==> src/rtl/riscv_imm_pkg.sv <==
// Shared immediate-format definitions for the immediate encoder.
//
// The sel encoding matches the decode-side immediate generator, so a
// (template, imm, sel) triple that the encoder packs can be decoded back
// with the same sel value.
//
// Contents:
//   imm_sel_e  - 3-bit format select (I, S, B, J, U); 101..111 are illegal
//   ERR_CNT_W  - width of the saturating error counter (IMM_RANGE_CHECK_EN)
package riscv_imm_pkg;

  typedef enum logic [2:0] {
    IMM_I = 3'b000,
    IMM_S = 3'b001,
    IMM_B = 3'b010,
    IMM_J = 3'b011,
    IMM_U = 3'b100
  } imm_sel_e;

  localparam int ERR_CNT_W = 8;

endpackage

==> src/rtl/imm_field_pack.sv <==
// Combinational immediate packer: writes the format's immediate fields of
// imm into the template instruction; every other template bit is kept.
//
// Optional feature macro: IMM_RANGE_CHECK_EN
//   defined   - err also flags immediates the format cannot represent
//   undefined - err flags only an illegal sel
//
// Ports:
//   template  in  32  instruction whose non-immediate bits are preserved
//   imm       in  32  immediate value (byte offset for B and J)
//   sel       in  3   format select (imm_sel_e); 101..111 illegal
//   instr     out 32  patched instruction (template itself for illegal sel)
//   err       out 1   illegal sel, or unrepresentable imm with the macro
module imm_field_pack
  import riscv_imm_pkg::*;
(
  input  logic [31:0] template,
  input  logic [31:0] imm,
  input  logic [2:0]  sel,
  output logic [31:0] instr,
  output logic        err
);

  logic sel_err;
  logic range_err;

  // Immediate bits not covered by a format are simply not copied.
  always_comb begin
    instr   = template;
    sel_err = 1'b0;
    case (imm_sel_e'(sel))
      IMM_I: begin
        instr[31:20] = imm[11:0];
      end
      IMM_S: begin
        instr[31:25] = imm[11:5];
        instr[11:7]  = imm[4:0];
      end
      IMM_B: begin
        instr[31]    = imm[12];
        instr[30:25] = imm[10:5];
        instr[11:8]  = imm[4:1];
        instr[7]     = imm[11];
      end
      IMM_J: begin
        instr[31]    = imm[20];
        instr[30:21] = imm[10:1];
        instr[20]    = imm[11];
        instr[19:12] = imm[19:12];
      end
      IMM_U: begin
        instr[31:12] = imm[31:12];
      end
      default: begin
        sel_err = 1'b1;
      end
    endcase
  end

`ifdef IMM_RANGE_CHECK_EN
  // An immediate fits a signed field when every bit above the field's sign
  // bit equals that sign bit; B and J offsets must also be even.
  logic is_ok;
  logic b_ok;
  logic j_ok;
  logic u_ok;

  assign is_ok = (&imm[31:11]) | ~(|imm[31:11]);
  assign b_ok  = ((&imm[31:12]) | ~(|imm[31:12])) & ~imm[0];
  assign j_ok  = ((&imm[31:20]) | ~(|imm[31:20])) & ~imm[0];
  assign u_ok  = ~(|imm[11:0]);

  always_comb begin
    range_err = 1'b0;
    case (imm_sel_e'(sel))
      IMM_I:   range_err = ~is_ok;
      IMM_S:   range_err = ~is_ok;
      IMM_B:   range_err = ~b_ok;
      IMM_J:   range_err = ~j_ok;
      IMM_U:   range_err = ~u_ok;
      default: range_err = 1'b0;
    endcase
  end
`else
  assign range_err = 1'b0;
`endif

  assign err = sel_err | range_err;

endmodule

==> src/rtl/imm_encoder.sv <==
// Immediate encoder: patches an immediate into a template instruction
// (inverse of the decode-stage immediate generator). Two-stage pipeline:
// stage 1 registers the request, packing happens combinationally between
// stage 1 and the output register (stage 2).
//
// Optional feature macro: IMM_RANGE_CHECK_EN
//   defined   - out_err also flags unrepresentable immediates and the
//               err_count port / register exist
//   undefined - out_err flags only an illegal sel; no err_count
//
// Ports:
//   clk        in  1   clock
//   rst_n      in  1   asynchronous active-low reset
//   in_valid   in  1   input beat present
//   in_ready   out 1   input beat accepted this cycle
//   in_instr   in  32  template instruction
//   in_imm     in  32  immediate value
//   in_sel     in  3   format select (imm_sel_e)
//   out_valid  out 1   output beat present
//   out_ready  in  1   downstream accepts the output beat
//   out_instr  out 32  patched instruction
//   out_err    out 1   error flag for this beat
//   err_count  out 8   saturating count of errored output transfers (macro)
//
// Handshake: a beat moves across an interface at a rising clk edge where
// valid and ready are both 1. A producer holds valid and its payload until
// that edge; valid never depends on ready. in_ready depends only on
// pipeline state and out_ready, never on in_valid.
module imm_encoder
  import riscv_imm_pkg::*;
(
  input  logic                 clk,
  input  logic                 rst_n,
  input  logic                 in_valid,
  output logic                 in_ready,
  input  logic [31:0]          in_instr,
  input  logic [31:0]          in_imm,
  input  logic [2:0]           in_sel,
  output logic                 out_valid,
  input  logic                 out_ready,
  output logic [31:0]          out_instr,
  output logic                 out_err
`ifdef IMM_RANGE_CHECK_EN
  ,
  output logic [ERR_CNT_W-1:0] err_count
`endif
);

  logic        s1_valid;
  logic [31:0] s1_instr;
  logic [31:0] s1_imm;
  logic [2:0]  s1_sel;

  logic        s2_ready;
  logic [31:0] pack_instr;
  logic        pack_err;

  // Stage 2 can take a beat when empty or draining this cycle; stage 1 can
  // take one when empty or when it moves into stage 2 at the same edge,
  // which is what keeps full throughput without a bubble.
  assign s2_ready = !out_valid || out_ready;
  assign in_ready = !s1_valid || s2_ready;

  always_ff @(posedge clk or negedge rst_n) begin
    if (!rst_n) begin
      s1_valid <= 1'b0;
      s1_instr <= '0;
      s1_imm   <= '0;
      s1_sel   <= '0;
    end else if (in_ready) begin
      s1_valid <= in_valid;
      if (in_valid) begin
        s1_instr <= in_instr;
        s1_imm   <= in_imm;
        s1_sel   <= in_sel;
      end
    end
  end

  imm_field_pack u_pack (
    .template (s1_instr),
    .imm      (s1_imm),
    .sel      (s1_sel),
    .instr    (pack_instr),
    .err      (pack_err)
  );

  // Payload only loads alongside a new beat, so it stays stable while the
  // downstream stalls.
  always_ff @(posedge clk or negedge rst_n) begin
    if (!rst_n) begin
      out_valid <= 1'b0;
      out_instr <= '0;
      out_err   <= 1'b0;
    end else if (s2_ready) begin
      out_valid <= s1_valid;
      if (s1_valid) begin
        out_instr <= pack_instr;
        out_err   <= pack_err;
      end
    end
  end

`ifdef IMM_RANGE_CHECK_EN
  // Counts errored beats as they leave, so a stalled beat counts once.
  always_ff @(posedge clk or negedge rst_n) begin
    if (!rst_n) begin
      err_count <= '0;
    end else if (out_valid && out_ready && out_err && (err_count != '1)) begin
      err_count <= err_count + ERR_CNT_W'(1);
    end
  end
`endif

endmodule

==> config.mk <==
export PLATFORM = sky130hd
export DESIGN_NAME = imm_encoder
export DESIGN_NICKNAME = d
export VERILOG_FILES = /design/src/rtl/riscv_imm_pkg.sv /design/src/rtl/imm_field_pack.sv /design/src/rtl/imm_encoder.sv
export SDC_FILE = /design/constraint.sdc
export NUM_CORES = 1
export LEC_CHECK = 0
export ABC_AREA = 0
export CORE_AREA = 5 5 127 129
export CTS_BUF_LIST = sky130_fd_sc_hd__clkbuf_4 sky130_fd_sc_hd__clkbuf_8
export CTS_CLUSTER_DIAMETER = 200
export DETAILED_ROUTE_END_ITERATION = 10
export DIE_AREA = 0 0 132 134
export PLACE_DENSITY = 0.62
export SYNTH_ARGS = -nofsm -noshare
export SYNTH_HDL_FRONTEND = slang
export SYNTH_SLANG_ARGS = --single-unit
==> constraint.sdc <==
create_clock -name clk -period 2 [get_ports clk]
set_clock_uncertainty 0.2 [all_clocks]
set_input_delay 0.4 -clock clk [delete_from_list [all_inputs] [get_ports clk]]
set_output_delay 0.4 -clock clk [all_outputs]
set_load 0.01 [all_outputs]
==> impl_metrics.env, run 1 <==
export IMPL_status="completed"
export IMPL_fin_crit_ns=1.93
export IMPL_netlist_area_leader_share_pct=58.2
export IMPL_ff2ff_path_depth=5
export IMPL_synth_nets=391
export IMPL_crit_type="reg -> out"
export IMPL_die_area_um2=17700
export IMPL_place_ws_ns=-0.166
export IMPL_area_growth_pct=36.5
export IMPL_finalCritPeriodShare_pct=96.3
export IMPL_port_buffers=105
export IMPL_vdd_drop_max_v=0.000380
export IMPL_gp_congestion=0.722
export IMPL_max_cap_violations=0
export IMPL_clk_pin_slew_ns=0.10
export IMPL_synth_largest_area_cell="dfrtp_1"
export IMPL_crit_path_max_incr_delay_ns=0.58
export IMPL_final_cell_mix="dfrtp_1 (102), clkdlybuf4s50_1 (101), mux2_2 (80)"
export IMPL_worstPathArrival_ns=1.33
export IMPL_dieWidth_um=132
export IMPL_hold_path_class="in -> async"
export IMPL_cts_tree="built"
export IMPL_synth_area_um2=4390
export IMPL_grt_pass1_wl_um=16600
export IMPL_p_leak_uw=0.00253
export IMPL_num_vias=2935
export IMPL_overflow=0
export IMPL_cts_sinks=102
export IMPL_syn_inst=320
export IMPL_wl_per_cell_um=16.1
export IMPL_start_util_pct=29.4
export IMPL_final_common_cell="dfrtp_1"
export IMPL_fp_dieH_um=134
export IMPL_htreeDepth=3
export IMPL_top_level_ports=106
export IMPL_ys_seq_area_share_pct=58.2
export IMPL_first_pass_iters=4
export IMPL_grt_pass1_vias=3177
export IMPL_clk_latency_ns=0.38
export IMPL_yosysWarnings=0
export IMPL_setup_ws_ns=0.0737
export IMPL_finalHoldViolations=0
export IMPL_post_route_cells_drive_above_1_share_pct=28.7
export IMPL_grt_max_degree=39
export IMPL_rsz0062_at_grt="no"
export IMPL_placementRows=45
export IMPL_dpl_hpwl_um=7590
export IMPL_crit_chain="clkdlybuf4s50_1"
export IMPL_finalPower_uw=5630
export IMPL_setup_viol=0
export IMPL_clockBufferDepth=2
export IMPL_cts_root_buf="clkbuf_8"
export IMPL_cp_depth=1
export IMPL_avgSynthCellArea_um2=13.7
export IMPL_ys_seq_elements=102
export IMPL_startpoint_type="register"
export IMPL_core_um2=14900
export IMPL_powerDensity_nw_per_um2=940
export IMPL_numCtsBuffers=9
export IMPL_synth_area_leaders="dfrtp_1 (58%), mux2_2 (21%), mux2i_1 (5.0%)"
export IMPL_ys_types=35
export IMPL_vias_per_cell=4.65
export IMPL_path_buf_inv=1
export IMPL_antenna_found_initial=0
export IMPL_final_max_slew_viol_count=0
export IMPL_crit_family="buffers and inverters"
export IMPL_end_kind="output pin"
export IMPL_fin_nets=509
export IMPL_crit_fanout=2
export IMPL_fmax_mhz=519
export IMPL_tightest_slew_ns=0.426
export IMPL_grt_total_usage_pct=12.0
export IMPL_drt_iter0_drc=56
export IMPL_cp_required_ns=1.40
export IMPL_drcViolationCount=0
export IMPL_antenna_cells=0
export IMPL_maxSlewHeadroom_pct=71.6
export IMPL_cp_slowest_cell="clkdlybuf4s50_1"
export IMPL_ant_nets=0
export IMPL_fillers=1398
export IMPL_routed_wl_um=10100
routing by layer:
metal	wire, µm	global-route usage (%)	part of all wire (%)
met5	0	0	0
met4	193	5.03	1.9
met3	632	4.39	6.2
met2	4850	18.9	48
met1	4470	14.9	44
area by class of cell:
cell class              count  area (µm²)  share of cell area, %
clock buffers              12         146                   2.44
multi-input cells         195        1700                   28.3
inverters                   2        7.51                  0.125
well taps                 188         235                   3.93
repair buffers            128        1300                   21.8
clock inverters             4        47.5                  0.794
flip-flops and latches    102        2550                   42.6
sequential cells by signal, indices dropped and copies added (netlist names):
signal and flops:
s1_sel 3, s1_valid 1, out_err 1, s1_instr 32, out_valid 1, s1_imm 32, out_instr 32
stage by stage:
stage	cell area, µm²	hold WS [ns]	instances	util, %	setup TNS (ns)
after detailed placement	5760	0.168	613	38.6	-9.92
final	5990	0.287	631	40.1	0
after global placement	5760	0.161	613	38.6	-8.16
after global routing	5990	0.305	631	40.1	0
after CTS	5960	0.288	630	40.0	0
after floorplan	4390	-0.0956	320	-	0
logic make-up (layout without fill, tap and decap cells):
group / after synthesis / in the layout / share of synthesized area (%)
buffers and inverters: 23 / 146 / 3.39
AO/OA/AOI/OAI: 47 / 47 / 7.10
AND/OR/NAND/NOR: 45 / 45 / 5.59
multiplexers: 102 / 102 / 25.5
XOR/XNOR: 1 / 1 / 0.200
flip-flops: 102 / 102 / 58.2
worst paths after layout:
path	slack, ns	from	end
setup reg to reg	0.12	s1_sel[2]$_DFFE_PN0P_	out_instr[24]$_DFFE_PN0P_
hold reg to reg	0.29	out_instr[29]$_DFFE_PN0P_	out_instr[29]$_DFFE_PN0P_
max in group asynchronous	0.76	rst_n	s1_instr[1]$_DFFE_PN0P_
hold / removal	0.29	rst_n	s1_imm[15]$_DFFE_PN0P_
setup / recovery	0.07	out_instr[22]$_DFFE_PN0P_	out_instr[22]
min in group clk	0.29	out_instr[29]$_DFFE_PN0P_	out_instr[29]$_DFFE_PN0P_
synth_stat cells:
cell / instances
a211oi_1: 7
a21o_1: 6
a21oi_1: 1
a21oi_4: 1
a221oi_1: 4
a22oi_1: 1
a32o_1: 1
buf_2: 6
buf_4: 8
buf_6: 2
clkbuf_1: 4
clkbuf_8: 1
dfrtp_1: 102
inv_1: 2
mux2_2: 80
mux2i_1: 22
nand2_1: 19
nand2b_1: 3
nand3b_1: 1
nor2_1: 9
nor2_4: 1
nor2b_1: 1
nor2b_4: 1
nor3_1: 1
nor3b_1: 4
nor3b_2: 1
o21a_1: 1
o21ai_0: 14
o21ai_1: 8
o22a_1: 1
o22ai_1: 1
o31ai_1: 1
or3b_1: 2
or3b_2: 2
xnor2_1: 1
power by group:
part	switching [µW]	total, µW	internal [µW]
Clock	704	1320	618
Combinational	631	1610	976
Sequential	248	2700	2450
timing repair:
action	CTS	global route
hold buffers	1	0
setup buffers	0	1
resized for setup	1	2
endpoints found under the hold margin	28	0
pin swaps	0	0
setup endpoints to repair	1	10
(Power assumes the default switching activity.)
==> inputs of run 2 (changes only) <==
ABC_AREA = 1   (was 0)
CORE_AREA = 5 5 128 130   (was 5 5 127 129)
DIE_AREA = 0 0 133 135   (was 0 0 132 134)
PLACE_DENSITY = 0.61   (was 0.62)
==> run 2 against run 1 <==
Setup slack worse by 0.011 ns. Sequential share of layout area decreased by 0.34 points. Hold slack got worse by 0.0076 ns. Maximum frequency fell by 0.58%. Die area increased by 1.5%. Clock power rose by 11%. Non-clock buffer count shrank 5. Synthesized area grew 1.1%. First-iteration DRC count grew to 3.0 times the previous value. Via count up 26%. Total power grew 5.6%. Flip-flop and latch count is the same. Critical path type unchanged.
==> impl_metrics.env, run 2 <==
export IMPL_final_common_cell="nand2_1"
export IMPL_core_um2=15000
export IMPL_clk_pin_slew_ns=0.10
export IMPL_cp_slowest_cell="clkdlybuf4s50_1"
export IMPL_overflow=0
export IMPL_cp_required_ns=1.40
export IMPL_cts_sinks=102
export IMPL_path_buf_inv=1
export IMPL_wl_per_cell_um=13.6
export IMPL_antenna_found_initial=0
export IMPL_grt_max_degree=38
export IMPL_fp_dieH_um=135
export IMPL_clockBufferDepth=2
export IMPL_fin_nets=704
export IMPL_max_cap_violations=0
export IMPL_synth_area_um2=4440
export IMPL_first_pass_iters=4
export IMPL_vias_per_cell=4.49
export IMPL_area_growth_pct=36.1
export IMPL_grt_pass1_vias=3864
export IMPL_placementRows=45
export IMPL_worstPathArrival_ns=1.34
export IMPL_setup_ws_ns=0.0624
export IMPL_cts_tree="built"
export IMPL_powerDensity_nw_per_um2=985
export IMPL_crit_fanout=2
export IMPL_drcViolationCount=0
export IMPL_reg_top3="out_instr x32, s1_imm x32, s1_instr x32"
export IMPL_place_ws_ns=-0.204
export IMPL_netlist_area_leader_share_pct=57.5
export IMPL_fmax_mhz=516
export IMPL_fin_setup_tns_ns=0
export IMPL_final_cell_mix="nand2_1 (166), clkdlybuf4s50_1 (103), dfrtp_1 (102)"
export IMPL_dieWidth_um=133
export IMPL_fin_crit_ns=1.94
export IMPL_ys_seq_elements=102
export IMPL_yosysWarnings=0
export IMPL_fillers=1498
export IMPL_final_max_slew_viol_count=0
export IMPL_numCtsBuffers=9
export IMPL_setup_viol=0
export IMPL_finalHoldViolations=0
export IMPL_post_route_cells_drive_above_1_share_pct=8.31
export IMPL_port_buffers=105
export IMPL_ant_nets=0
export IMPL_drt_iter0_drc=166
export IMPL_syn_inst=529
export IMPL_hold_path_class="reg -> reg"
export IMPL_yosysMostFrequentCell="nand2_1"
export IMPL_crit_chain="clkdlybuf4s50_1"
export IMPL_grt_total_usage_pct=13.0
export IMPL_finalCritPeriodShare_pct=96.9
export IMPL_gp_congestion=0.787
export IMPL_antenna_cells=0
export IMPL_num_vias=3711
export IMPL_maxSlewHeadroom_pct=69.9
export IMPL_crit_type="reg -> out"
export IMPL_async_flop_share_pct=100
export IMPL_synth_edf_count=0
export IMPL_start_util_pct=29.5
export IMPL_cts_root_buf="clkbuf_8"
export IMPL_status="completed"
export IMPL_synth_area_leaders="dfrtp_1 (58%), nand2_1 (14%), nand3_1 (7.4%)"
export IMPL_end_kind="output pin"
export IMPL_synth_largest_area_cell="dfrtp_1"
export IMPL_htreeDepth=3
export IMPL_vdd_drop_max_v=0.000342
export IMPL_ys_types=22
export IMPL_dpl_hpwl_um=8470
export IMPL_synth_nets=600
export IMPL_finalPower_uw=5950
export IMPL_grt_pass1_wl_um=18800
export IMPL_die_area_um2=18000
export IMPL_clk_latency_ns=0.38
export IMPL_top_level_ports=106
export IMPL_crit_path_max_incr_delay_ns=0.56
export IMPL_tightest_slew_ns=0.451
export IMPL_synth_ff_type="dfrtp_1"
export IMPL_rsz0062_at_grt="no"
export IMPL_synth_common_cells="nand2_1 (167), dfrtp_1 (102), nand3_1 (66), nor2_1 (43), inv_1 (38)"
export IMPL_avgSynthCellArea_um2=8.39
export IMPL_p_leak_uw=0.00291
export IMPL_crit_family="buffers and inverters"
export IMPL_ys_seq_area_share_pct=57.5
export IMPL_startpoint_type="register"
export IMPL_routed_wl_um=11200
[run 2: cell types whose count changed after synthesis, sizes merged, moves of 22 or more]
cell	before	now
nand2	19	174
mux2i	22	0
nor2	10	44
a21oi	2	35
mux2	80	0
nand3	0	66
inv	2	41
[run 2: repair_timing]
action | CTS | global route
gates resized for setup | 1 | 1
setup endpoints to repair | 1 | 2
hold buffers | 1 | 0
setup buffers | 0 | 1
hold endpoints to repair | 31 | 0
[run 2: per-layer routing]
metal / up-vias / share of wire (%) / GRT usage, %
li1: 1888 / - / -
met1: 1683 / 48 / 16.9
met2: 121 / 45 / 20.9
met3: 19 / 6.2 / 4.43
met4: 0 / 1.7 / 3.58
met5: - / 0 / 0
[run 2: power by group]
| group | switching [µW] | leakage [µW] | internal [µW] | total, µW |
|---|---|---|---|---|
| Sequential | 247 | 0.00120 | 2490 | 2730 |
| Clock | 717 | 0.000109 | 745 | 1460 |
| Combinational | 872 | 0.00160 | 883 | 1760 |
| Total | 1840 | 0.00291 | 4110 | 5950 |
[run 2: metrics by stage]
stage               std cells  cell area [µm²]  hold WS, ns  util, %
finish                    826             6040        0.280     40.2
global route              826             6040        0.304     40.2
CTS                       825             6030        0.280     40.1
detailed placement        808             5790        0.181     38.5
global placement          808             5790        0.177     38.5
floorplan                 529             4440      -0.0956        -
[run 2: final timing paths]
path	start	to	slack, ns	cells after the start
worst max register to register	s1_sel[1]$_DFFE_PN0P_	out_instr[28]$_DFFE_PN0P_	0.33	5
max in group asynchronous	rst_n	out_instr[19]$_DFFE_PN0P_	0.73	3
worst max-delay path	out_instr[25]$_DFFE_PN0P_	out_instr[25]	0.06	1
min in group asynchronous	rst_n	out_instr[25]$_DFFE_PN0P_	0.31	2
worst min register to register	s1_imm[21]$_DFFE_PN0P_	s1_imm[21]$_DFFE_PN0P_	0.28	2
worst min-delay path	s1_imm[21]$_DFFE_PN0P_	s1_imm[21]$_DFFE_PN0P_	0.28	2
[run 2: layout make-up]
cell class	instances	area (µm²)	area share [%]
Inverter	41	154	2.55
Sequential cell	102	2550	42.3
Multi-Input combinational cell	356	1590	26.4
Clock inverter	6	92.6	1.53
Tap cell	188	235	3.90
Clock buffer	10	138	2.28
Timing Repair Buffer	123	1270	21.1
[run 2: worst reg2reg max path: stages, from the launching register on]
cell,delay [ns]
dfrtp_1,0.49
inv_2,0.15
nand2_4,0.13
nor2_1,0.29
nand2_1,0.14
a31oi_1,0.18
[run 2: cells by family after synthesis]
family                 after synthesis  synth area share [%]
flip-flops                         102                  57.5
buffers and inverters               71                  6.85
AO/OA/AOI/OAI                       63                  7.67
AND/OR/NAND/NOR                    293                  27.9
==> inputs of run 3 (changes only) <==
CORE_AREA = 2 2 125 127   (was 5 5 128 130)
DIE_AREA = 0 0 127 129   (was 0 0 133 135)
==> run 3 against run 2 <==
Non-clock buffer count down 1. Largest cell class unchanged. Global-route usage is 1.4 points higher. Clock-buffer cell count increased by 1. Utilization fell by 0.41 points. Hold slack got worse by 0.13 ns. Combinational power about the same. Critical endpoint is now out_valid. Critical path type unchanged.
==> impl_metrics.env, run 3 (synthesized netlist as in run 2, its figures left out) <==
export IMPL_status="completed"
export IMPL_postLayoutCellArea_um2=5950
export IMPL_gp_congestion=0.814
export IMPL_fp_dieH_um=129
export IMPL_powerDensity_nw_per_um2=966
export IMPL_clk_pin_slew_ns=0.09
export IMPL_crit_family="buffers and inverters"
export IMPL_pwr_share_comb_pct=30.3
export IMPL_grt_pass1_vias=3820
export IMPL_reg_top3="out_instr x32, s1_imm x32, s1_instr x32"
export IMPL_path_buf_inv=1
export IMPL_start_util_pct=29.6
export IMPL_rsz0062_at_grt="no"
export IMPL_overflow=0
export IMPL_final_common_cell="nand2_1"
export IMPL_fin_nets=703
export IMPL_vdd_drop_max_v=0.000396
export IMPL_final_max_slew_viol_count=0
export IMPL_grt_pass1_wl_um=18500
export IMPL_cp_slowest_cell="clkdlybuf4s50_1"
export IMPL_cellInternalPower_uw=3960
export IMPL_first_pass_iters=4
export IMPL_setup_ws_ns=0.0522
export IMPL_final_cell_mix="nand2_1 (166), clkdlybuf4s50_1 (103), dfrtp_1 (102)"
export IMPL_post_cts_buffers=0
export IMPL_end_kind="output pin"
export IMPL_cts_root_buf="clkbuf_8"
export IMPL_p_sw_share_pct=31.1
export IMPL_post_route_cells_drive_above_1_share_pct=7.73
export IMPL_p_leak_uw=0.00288
export IMPL_tightest_slew_ns=0.504
export IMPL_num_vias=3787
export IMPL_antenna_found_initial=0
export IMPL_finalCritPeriodShare_pct=97.4
export IMPL_startpoint_type="register"
export IMPL_cp_depth=1
export IMPL_pwr_share_clk_pct=22.1
export IMPL_grt_max_degree=42
export IMPL_area_growth_pct=34.2
export IMPL_port_buffers=105
export IMPL_seq_power_share_pct=47.5
export IMPL_grt_total_usage_pct=14.4
export IMPL_hold_path_class="in -> async"
export IMPL_numCtsBuffers=9
export IMPL_fin_crit_ns=1.95
export IMPL_vias_per_cell=4.61
export IMPL_routed_wl_um=11300
export IMPL_clockBufferDepth=2
export IMPL_placed_area_um2=5760
export IMPL_place_ws_ns=-0.254
export IMPL_die_area_um2=16400
export IMPL_finalHoldViolations=0
export IMPL_p_switching_uw=1790
export IMPL_htreeDepth=3
export IMPL_placementRows=45
export IMPL_core_um2=15000
export IMPL_cts_sinks=102
export IMPL_setup_viol=0
export IMPL_cts_tree="built"
export IMPL_crit_path_max_incr_delay_ns=0.57
export IMPL_ant_nets=0
export IMPL_ff2ff_path_depth=6
export IMPL_clk_latency_ns=0.38
export IMPL_drt_iter0_drc=183
export IMPL_dieWidth_um=127
export IMPL_maxSlewHeadroom_pct=66.4
export IMPL_antenna_cells=0
export IMPL_crit_chain="clkdlybuf4s50_1"
export IMPL_crit_type="reg -> out"
export IMPL_max_cap_violations=0
export IMPL_crit_fanout=4
export IMPL_drcViolationCount=0
export IMPL_cp_required_ns=1.40
export IMPL_wl_per_cell_um=13.7
export IMPL_top_level_ports=106
export IMPL_fmax_mhz=513
export IMPL_worstPathArrival_ns=1.35
export IMPL_dpl_hpwl_um=8390
==> run 3: cell types whose count changed in the layout (fill, tap and decap cells not counted), sizes merged <==
cell,previous run,this run
bufinv,2,1
clkinvlp,2,0
dlygate4sd2,0,1
inv,42,41
buf,18,17
clkdlybuf4s15,1,0
clkbuf,10,11
==> run 3: power groups by stage <==
| stage | Combinational [µW] | Sequential (µW) | Clock, µW |
|---|---|---|---|
| detailed placement | 1760 | 2770 | 0 |
| CTS | 1770 | 2740 | 1310 |
| finish | 1740 | 2730 | 1270 |
| global route | 1930 | 2790 | 1400 |
| floorplan | 773 | 2820 | 0 |
| global placement | 1730 | 2770 | 0 |
==> run 3: cell type report <==
| class | instances | area [µm²] |
|---|---|---|
| Fill cell | 1535 | 9020 |
| Sequential cell | 102 | 2550 |
| Multi-Input combinational cell | 356 | 1590 |
| Timing Repair Buffer | 122 | 1240 |
| Tap cell | 188 | 235 |
| Inverter | 41 | 154 |
| Clock buffer | 11 | 145 |
| Clock inverter | 2 | 35.0 |
==> run 3: path summary, 6_finish.rpt <==
kind,start,to,slack (ns)
worst max-delay path,out_valid$_DFFE_PN0P_,out_valid,0.05
worst min-delay path,rst_n,s1_instr[5]$_DFFE_PN0P_,0.15
worst min register to register,s1_instr[13]$_DFFE_PN0P_,s1_instr[13]$_DFFE_PN0P_,0.27
worst max register to register,out_valid$_DFFE_PN0P_,s1_imm[9]$_DFFE_PN0P_,0.24
max in group asynchronous,rst_n,s1_instr[13]$_DFFE_PN0P_,0.77
min in group clk,s1_instr[13]$_DFFE_PN0P_,s1_instr[13]$_DFFE_PN0P_,0.27
==> run 3: through the flow <==
step                setup TNS, ns  hold WS (ns)  util [%]  power [µW]  cells
CTS                             0         0.131      39.7        5820    822
detailed placement         -14.44      -0.00303      38.5        4540    808
global route                    0         0.140      39.7        6120    822
floorplan                       0       -0.0956         -        3600    529
global placement           -11.62      -0.00353      38.5        4490    808
finish                          0         0.154      39.7        5750    822
==> run 3: timing repair <==
item | 4_1_cts | 5_1_grt
setup endpoints to repair | 1 | 0
gates resized for setup | 1 | 0
hold buffers | 1 | 0
hold endpoints to repair | 102 | 0
==> run 3: routing by layer <==
layer | wire [µm] | vias to the layer above | track usage (%)
li1 | - | 1892 | -
met1 | 5440 | 1763 | 19.2
met2 | 4920 | 113 | 22.2
met3 | 649 | 19 | 3.95
met4 | 273 | 0 | 6.33
met5 | 0 | - | 0
